### src/rtl/rsa_modexp_engine.sv
// rsa_modexp_engine: result = base^exponent mod modulus.
// Bit-serial square-and-multiply over every exponent bit (MSB first), with an
// interleaved (Blakley) modular multiply that consumes one multiplier bit per cycle.
// Optional macro RSA_MODEXP_MODCHK_EN adds the err port and the modulus==0 early exit.
module rsa_modexp_engine #(
    parameter int WIDTH = 16,
    parameter int EXP_W = 16
) (
    input  logic             clk,
    input  logic             Rst,
    input  logic             start,
    input  logic [WIDTH-1:0] base,
    input  logic [EXP_W-1:0] exponent,
    input  logic [WIDTH-1:0] modulus,
    output logic             busy,
    output logic             done,
    output logic [WIDTH-1:0] result
`ifdef RSA_MODEXP_MODCHK_EN
    ,
    output logic             err
`endif
);

    localparam int CW = (WIDTH > 1) ? $clog2(WIDTH) : 1;
    localparam int EW = (EXP_W > 1) ? $clog2(EXP_W) : 1;
    localparam int PW = WIDTH + 2;

    typedef enum logic [2:0] {
        S_IDLE,
        S_LOAD,
        S_REDUCE,
        S_SQR,
        S_MUL,
        S_FINISH,
        S_DONE
    } state_t;

    state_t           state_q, state_d;
    logic [WIDTH-1:0] base_q, base_d;
    logic [EXP_W-1:0] exp_q, exp_d;
    logic [WIDTH-1:0] mod_q, mod_d;
    logic [WIDTH-1:0] b_q, b_d;
    logic [WIDTH-1:0] r_q, r_d;
    logic [PW-1:0]    p_q, p_d;
    logic [CW-1:0]    cnt_q, cnt_d;
    logic [EW-1:0]    ebit_q, ebit_d;
    logic             busy_q, busy_d;
    logic             done_q, done_d;
    logic [WIDTH-1:0] result_q, result_d;
`ifdef RSA_MODEXP_MODCHK_EN
    logic             err_q, err_d;
`endif

    logic [PW-1:0]    mod_ext;
    logic [PW-1:0]    red_shift, red_next;
    logic [WIDTH-1:0] mul_b;
    logic [PW-1:0]    mul_sum, mul_sub1, blk_next;

    // Datapath: one restoring-division step for REDUCE and one Blakley step for SQR/MUL.
    always_comb begin
        mod_ext   = {2'b00, mod_q};
        red_shift = (p_q << 1) | {{(PW-1){1'b0}}, base_q[cnt_q]};
        red_next  = (red_shift >= mod_ext) ? (red_shift - mod_ext) : red_shift;
        mul_b     = (state_q == S_MUL) ? b_q : r_q;
        mul_sum   = (p_q << 1) + (r_q[cnt_q] ? {2'b00, mul_b} : {PW{1'b0}});
        mul_sub1  = (mul_sum >= mod_ext) ? (mul_sum - mod_ext) : mul_sum;
        blk_next  = (mul_sub1 >= mod_ext) ? (mul_sub1 - mod_ext) : mul_sub1;
    end

    // Next-state and next-register computation for the whole engine.
    always_comb begin
        state_d  = state_q;
        base_d   = base_q;
        exp_d    = exp_q;
        mod_d    = mod_q;
        b_d      = b_q;
        r_d      = r_q;
        p_d      = p_q;
        cnt_d    = cnt_q;
        ebit_d   = ebit_q;
        busy_d   = busy_q;
        done_d   = 1'b0;
        result_d = result_q;
`ifdef RSA_MODEXP_MODCHK_EN
        err_d    = err_q;
`endif
        case (state_q)
            S_IDLE: begin
                if (start) begin
                    base_d  = base;
                    exp_d   = exponent;
                    mod_d   = modulus;
                    busy_d  = 1'b1;
`ifdef RSA_MODEXP_MODCHK_EN
                    err_d   = 1'b0;
`endif
                    state_d = S_LOAD;
                end
            end
            S_LOAD: begin
                r_d   = (mod_q == WIDTH'(1)) ? '0 : WIDTH'(1);
                p_d   = '0;
                cnt_d = CW'(WIDTH - 1);
`ifdef RSA_MODEXP_MODCHK_EN
                state_d = (mod_q == '0) ? S_FINISH : S_REDUCE;
`else
                state_d = S_REDUCE;
`endif
            end
            S_REDUCE: begin
                p_d = red_next;
                if (cnt_q == '0) begin
                    b_d     = red_next[WIDTH-1:0];
                    p_d     = '0;
                    cnt_d   = CW'(WIDTH - 1);
                    ebit_d  = EW'(EXP_W - 1);
                    state_d = S_SQR;
                end else begin
                    cnt_d = cnt_q - CW'(1);
                end
            end
            S_SQR, S_MUL: begin
                p_d = blk_next;
                if (cnt_q == '0) begin
                    r_d   = blk_next[WIDTH-1:0];
                    p_d   = '0;
                    cnt_d = CW'(WIDTH - 1);
                    if ((state_q == S_SQR) && exp_q[ebit_q]) begin
                        state_d = S_MUL;
                    end else if (ebit_q == '0) begin
                        state_d = S_FINISH;
                    end else begin
                        ebit_d  = ebit_q - EW'(1);
                        state_d = S_SQR;
                    end
                end else begin
                    cnt_d = cnt_q - CW'(1);
                end
            end
            S_FINISH: begin
                done_d   = 1'b1;
                busy_d   = 1'b0;
                result_d = r_q;
`ifdef RSA_MODEXP_MODCHK_EN
                if (mod_q == '0) begin
                    result_d = '0;
                    err_d    = 1'b1;
                end
`endif
                state_d = S_DONE;
            end
            S_DONE: begin
                state_d = S_IDLE;
            end
            default: begin
                state_d = S_IDLE;
            end
        endcase
    end

    // Single state register: synchronous reset aborts any operation without a done pulse.
    always_ff @(posedge clk) begin
        if (Rst) begin
            state_q  <= S_IDLE;
            base_q   <= '0;
            exp_q    <= '0;
            mod_q    <= '0;
            b_q      <= '0;
            r_q      <= '0;
            p_q      <= '0;
            cnt_q    <= '0;
            ebit_q   <= '0;
            busy_q   <= 1'b0;
            done_q   <= 1'b0;
            result_q <= '0;
`ifdef RSA_MODEXP_MODCHK_EN
            err_q    <= 1'b0;
`endif
        end else begin
            state_q  <= state_d;
            base_q   <= base_d;
            exp_q    <= exp_d;
            mod_q    <= mod_d;
            b_q      <= b_d;
            r_q      <= r_d;
            p_q      <= p_d;
            cnt_q    <= cnt_d;
            ebit_q   <= ebit_d;
            busy_q   <= busy_d;
            done_q   <= done_d;
            result_q <= result_d;
`ifdef RSA_MODEXP_MODCHK_EN
            err_q    <= err_d;
`endif
        end
    end

    assign busy   = busy_q;
    assign done   = done_q;
    assign result = result_q;
`ifdef RSA_MODEXP_MODCHK_EN
    assign err    = err_q;
`endif

endmodule

### config.mk
export PLATFORM = sky130hd
export DESIGN_NAME = rsa_modexp_engine
export DESIGN_NICKNAME = d
export VERILOG_FILES = /design/src/rtl/rsa_modexp_engine.sv
export SDC_FILE = /design/constraint.sdc
export NUM_CORES = 1
export LEC_CHECK = 0
export CORE_MARGIN = 8
export CORE_UTILIZATION = 54
export DETAILED_ROUTE_END_ITERATION = 16
export GPL_ROUTABILITY_DRIVEN = 0
export PLACE_DENSITY = 0.88
export SLEW_MARGIN = 20
export SYNTH_ARGS = -nofsm -noshare
export SYNTH_HDL_FRONTEND = slang
export SYNTH_SLANG_ARGS = --single-unit
export TNS_END_PERCENT = 20
### constraint.sdc
create_clock -name clk -period 8.3 [get_ports clk]
set_clock_uncertainty 0.2 [all_clocks]
set_input_delay 2.075 -clock clk [delete_from_list [all_inputs] [get_ports clk]]
set_output_delay 2.075 -clock clk [all_outputs]
set_load 0.05 [all_outputs]
# Word level (Yosys, flattened, before mapping)
# Cells that the tools add are included.
dict set report word_totals {
  ff_bits 126
  inputBits 51
}
dict set report classes {
  n_addsub 6
  order_cmp 5
  eq_ne 11
  n_mux 33
  bitwise 1
  reduce_logical 17
}
# cell count
set op_table {}
lappend op_table {{$mux W17} 4}
lappend op_table {{$ge A18 B16 Y1} 3}
lappend op_table {{$pmux W17 S3} 1}
lappend op_table {{$mux W16} 3}
lappend op_table {{$sub A17 B16 Y17} 2}
lappend op_table {{$pmux W16 S2} 1}
lappend op_table {{$mux W4} 5}
lappend op_table {{$add A18 B16 Y18} 1}
lappend op_table {{$mux W18} 1}
lappend op_table {{$or A18 B1 Y18} 1}
lappend op_table {{$sub A18 B16 Y18} 1}
lappend op_table {{$eq A16 B1 Y1 const B} 1}
lappend op_table {{$pmux W4 S2} 2}
lappend op_table {{$mux W3} 5}
lappend op_table {{$pmux W3 S5} 1}
lappend op_table {{$bmux W1 S4} 3}
lappend op_table {{$lt A4 B5 Y1 const B} 2}
lappend op_table {{$ne A2 B2 Y1 const B} 5}
lappend op_table {{$logic_not A4 Y1} 2}
lappend op_table {{$reduce_and A2 Y1} 4}
lappend op_table {{$reduce_bool A2 Y1} 4}
lappend op_table {{$sub A4 B1 Y4 const B} 2}
lappend op_table {{$eq A3 B2 Y1 const B} 2}
lappend op_table {{$eq A3 B3 Y1 const B} 2}
lappend op_table {{10 further kinds} 15}

# Logic depth before layout (Yosys ltp)
dict set report logic_depth {
  ltp_word 10
  ltp_mapped 40
  mapped_depth_nobuf 34
}

# Worst setup path after synthesis
# No wires, ideal clock.
dict set report synth_path {
  path_kind {reg-to-reg}
  start {register cnt_q[0]}
  end {register r_q[11]}
  setup_time_ns 0.117
  arrival_time_ns 8.068
  slack_ns -0.085
  stages_incl_launch_ff 38
  cell_sequence {dfxtp_1 buf_1 mux4_2 mux2_2 o21ai_1 clkbuf_1 a21oi_1 ha_1 inv_1 fa_1 nand2b_1 a21oi_1 nor3_1 o21bai_1 a21o_1 a21oi_1 xnor2_1 ha_1 (+2 left out) a21oi_1 o21ai_0 or4b_1 buf_2 clkbuf_1 o21ai_0 ha_1 nor2b_1 o21a_1 o21a_1 o21a_1 o21a_1 a31oi_1 o21ai_0 nor3_2 buf_6 mux2_2 a32o_1}
}
dict set report synth_between {
  elab_chain_len 10
  elab_cells_between_ends 15
  cone_classes {add/sub: 3; order compare: 2; eq/ne: 1; mux: 7; reduce/logical: 2}
}
# item line
set synth_lines {}
lappend synth_lines {{start: declaration} 45} ;# logic [CW-1:0] cnt_q, cnt_d;
lappend synth_lines {{start signal: assignment} 187} ;# cnt_q <= cnt_d;
lappend synth_lines {{$bmux W1 S4} 65} ;# mul_sum = (p_q << 1) + (r_q[cnt_q] ? {2'b00, mul_b} : {PW{1'b0}});
lappend synth_lines {{$mux W1 (not written as such)} 65}
lappend synth_lines {{$mux W16} 65}
lappend synth_lines {{$add A18 B16 Y18} 65}
lappend synth_lines {{$sub A18 B16 Y18 or $ge A18 B16 Y1 (tied branches)} 66} ;# mul_sub1 = (mul_sum >= mod_ext) ? (mul_sum - mod_ext) : mul_sum;
lappend synth_lines {{$mux W18} 66}
lappend synth_lines {{$sub A17 B16 Y17 or $ge A18 B16 Y1 (tied branches)} 67} ;# blk_next = (mul_sub1 >= mod_ext) ? (mul_sub1 - mod_ext) : mul_sub1;
lappend synth_lines {{$mux W17} 67}
lappend synth_lines {{$mux W16} 124} ;# if (cnt_q == '0) begin
lappend synth_lines {{$pmux W16 S2} 87} ;# case (state_q)
lappend synth_lines {{end signal: assignment} 185} ;# r_q <= r_d;
lappend synth_lines {{end: declaration} 43} ;# logic [WIDTH-1:0] r_q, r_d;
# Parallel ways exist; a longest one is shown, timed or not. The select of a mux whose other input is x is not followed.
# A chain may end at the register's enable or synchronous reset.

# Final worst setup path
dict set report layout_path {
  start {register cnt_q[0]}
  end {register p_q[4]}
}
dict set report layout_between {
  elab_chain_len 10
  elab_cells_between_ends 20
  cone_classes {add/sub: 4; order compare: 3; mux: 11; bitwise: 1; reduce/logical: 1}
}
# item line
set layout_lines {}
lappend layout_lines {{$bmux W1 S4} 65}
lappend layout_lines {{$mux W1 (not written as such)} 65}
lappend layout_lines {{$mux W16} 65}
lappend layout_lines {{$add A18 B16 Y18} 65}
lappend layout_lines {{$sub A18 B16 Y18 or $ge A18 B16 Y1 (tied branches)} 66}
lappend layout_lines {{$mux W18} 66}
lappend layout_lines {{$sub A17 B16 Y17 or $ge A18 B16 Y1 (tied branches)} 67}
lappend layout_lines {{$mux W17} 67}
lappend layout_lines {{$mux W17} 124}
lappend layout_lines {{$pmux W17 S3 (*)} 87}
lappend layout_lines {{end signal: assignment} 186} ;# p_q <= p_d;
lappend layout_lines {{end: declaration} 44} ;# logic [PW-1:0] p_q, p_d;
# Mark *: on every way between the ends. The rest lies on a longest branch, timed or not. The select of a mux whose other input is x is not followed.

==> summary.md <==
| Metric | Value |
|---|---|
| Initial DRT Pass Iterations | 6 |
| Post-DP HPWL | 20,670 um |
| Met3 Wirelength | 2175 um |
| Die width | 143.3 um |
| CP max stage delay | 0.57 ns |
| GR Overflow Total | 0 |
| Antenna violations before repair | 0 |
| Crit path max-delay cell type | or4b_4 |
| Critical path type | flop to flop |
| Startpoint types | flop |
| Post-synth EDFFs | 0 |
| Post-synth ARST share | 0% |
| Status | finished, final reports clean |
| Clk slew on worst S/H paths | 0.06 ns |
| Uppermost routed layer | met4 |
| Max-cap violations | 0 |
| Slew margin rel. | 35.55% |
| Least-Margin Pin Slew | 0.9615 ns |
| Largest net degree at the start of global routing | 73 |
| Distinct cell type count of the synthesized netlist | 65 |
| Min cycle time layout | 7.991 ns |
| Worst slack, placed | -0.3825 ns |
| Syn-to-layout area delta | 24.58% |
| Synth warn | 0 |
| M1 wire length | 10,890 um |
| Most used cell, CP | a21oi_1 |
| Num CTS Buffers | 17 |
| Final nets | 1,408 |
| Crit path setup slack, layout | 0.3093 ns |
| Max Fclk | 125.1 MHz |
| Synth Area per Inst | 7.653 sq um |
| Remaining DRCs | 0 |
| Clock Path Buffers | 2 |
| Worst-path maximum fanout | 21 |
| R2R setup slack | 0.31 ns |
| Height of the die | 143.3 um |
| Cells after synthesis | 1,144 |
| N_diodes | 0 |
| H-tree depth | 4 |
| Crit end category | flop |
| First-pass GRT wire length | 44,430 um |
| Ys flop type | dfxtp_1 |
| Register area share after synthesis | 28.81% |
| Initial DRC count | 1,288 |
| # port buffers | 68 |
| #FFs+latches synth | 126 |
| Final wirelength | 27,640 um |
| Post-route ant nets | 0 |
| CP Data Required Time | 8.38 ns |
| Fin crit share | 96.27% |
| Worst hold path type | flop to flop |
| Root buffer cell | clkbuf_16 |
| Die area | 20,540 sq um |
| Slew Limit Fails | 0 |
| Cell Area, Synth | 8755 sq um |
| Final setup fails | 0 |
| Num rows | 46 |
| DR WL/cell | 18.22 um |
| Clock tree from TritonCTS | yes |
| Via Count | 9,324 |
| Worst-Skew Late Latency | 0.42 ns |
| Met2 WL | 13,020 um |
| I/O pins | 69 |
| Hold buffers post-CTS | 0 |
| Total GRT Usage | 27.01% |
| Vias in the first global route | 9,246 |
| Hold Fails Final Rpt | 0 |
| Initial Util | 55.11% |
| Drt via density | 6.146 |
| Worst EP arrival | 8.07 ns |
| Syn nets | 1,264 |
| Clock Sinks | 126 |
| Share of cells above drive strength 1 | 14.99% |
| CORE AREA | 15,890 sq um |
[cells in the mapped netlist (all sizes together) (16+ instances only)]
master  count  area, sq um
a211oi     17        132.6
a21o       19        142.6
a21oi     146        745.7
clkbuf     49        183.9
dfxtp     126         2522
ha         65        813.3
inv        37        138.9
mux2i      19        190.2
nand2     233        874.6
nand2b     16        100.1
nor2       92        345.3
nor3       19        100.1
o21a       19        142.6
o21ai      60        300.3
o22ai      19        118.9
xnor2      33        289.0
xor2       18        157.7
[state kept, by name (all words and copies together), names as in the netlist]
signal   flops
r_q         16
done         1
busy         1
mod_q       16
b_q         16
exp_q       16
p_q         17
cnt_q        4
ebit_q       4
base_q      16
state_q      3
result      16
[through the flow]
| stage | setup TNS, ns | instances | util (%) | hold WS [ns] | area, sq um |
|---|---|---|---|---|---|
| finish | 0 | 1517 | 68.66 | 0.2510 | 10910 |
| global route | -0.7833 | 1517 | 68.66 | 0.2713 | 10910 |
| CTS | 0 | 1517 | 68.53 | 0.2540 | 10890 |
| detailed placement | -8.781 | 1483 | 64.94 | 0.2465 | 10320 |
| global placement | -0.7639 | 1483 | 64.94 | 0.2389 | 10320 |
| floorplan | 0 | 1144 | - | 0.2321 | 8756 |
[layer usage]
| layer | GRT usage [%] | vias to the layer above |
|---|---|---|
| met5 | 0 | - |
| met4 | 17.32 | 0 |
| met3 | 6.105 | 137 |
| met2 | 44.01 | 507 |
| met1 | 31.56 | 4329 |
| li1 | - | 4351 |
[final timing paths]
kind                                              from                endpoint  depth (start not counted)
worst max-delay path             cnt_q[0]$_SDFFE_PP0P_     p_q[4]$_SDFFE_PP0P_                         34
worst min-delay path            result[9]$_SDFFE_PP0P_  result[9]$_SDFFE_PP0P_                          2
worst max register to register   cnt_q[0]$_SDFFE_PP0P_     p_q[4]$_SDFFE_PP0P_                         34
worst min register to register  result[9]$_SDFFE_PP0P_  result[9]$_SDFFE_PP0P_                          2
[cell usage in the layout, fill, tap and decap left out, types with 11 or more instances in the layout]
master             n
o22ai_1           19
xor2_1            18
clkdlybuf4s50_1   67
a21oi_1          144
dfxtp_1          125
buf_4            113
nand2_1          233
a21o_1            19
o21ai_0           49
nor2_1            92
nand2b_1          16
ha_1              65
a211oi_1          16
inv_1             37
mux2_2            14
mux4_2            13
mux2i_1           18
a22oi_1           14
o21ai_1           11
clkbuf_16         17
xnor2_1           33
o21a_1            19
nor3_1            15
[cell families (layout without fill, tap and decap cells)]
group,Yosys count,count (layout),synth area share (%)
fa+ha+maj,69,69,10.20
compound gates,347,347,24.18
mux,46,46,7.317
simple gates,412,412,20.09
flops,126,126,28.81
xor+xnor,51,51,5.102
buf+inv,93,250,4.288
[final cells by class]
| cell class | instances | area (sq um) |
|---|---|---|
| Tap cell | 216 | 270.3 |
| Inverter | 37 | 138.9 |
| Timing Repair Buffer | 181 | 1539 |
| Clock buffer | 19 | 442.9 |
| Clock inverter | 13 | 93.84 |
| Sequential cell | 126 | 2524 |
| Multi-Input combinational cell | 925 | 5898 |
| Fill cell | 1206 | 4979 |
[critical path: cells and delay by family (launching register included)]
kind | cells | cell delay (ns)
xor+xnor | 1 | 0.17
compound gates | 17 | 2.78
flops | 1 | 0.41
buf+inv | 4 | 0.68
simple gates | 4 | 1.16
fa+ha+maj | 4 | 0.97
mux | 4 | 1.44
[repair_timing]
action	in CTS	in global routing
gates resized for setup	1	7
pin swaps	1	1
setup endpoints to repair	32	33
gates cloned	0	0
setup buffers	2	0
Power is left out: the tool's default activity adds up to more than one toggle a clock period on the data nets, which glitch-free logic cannot reach.
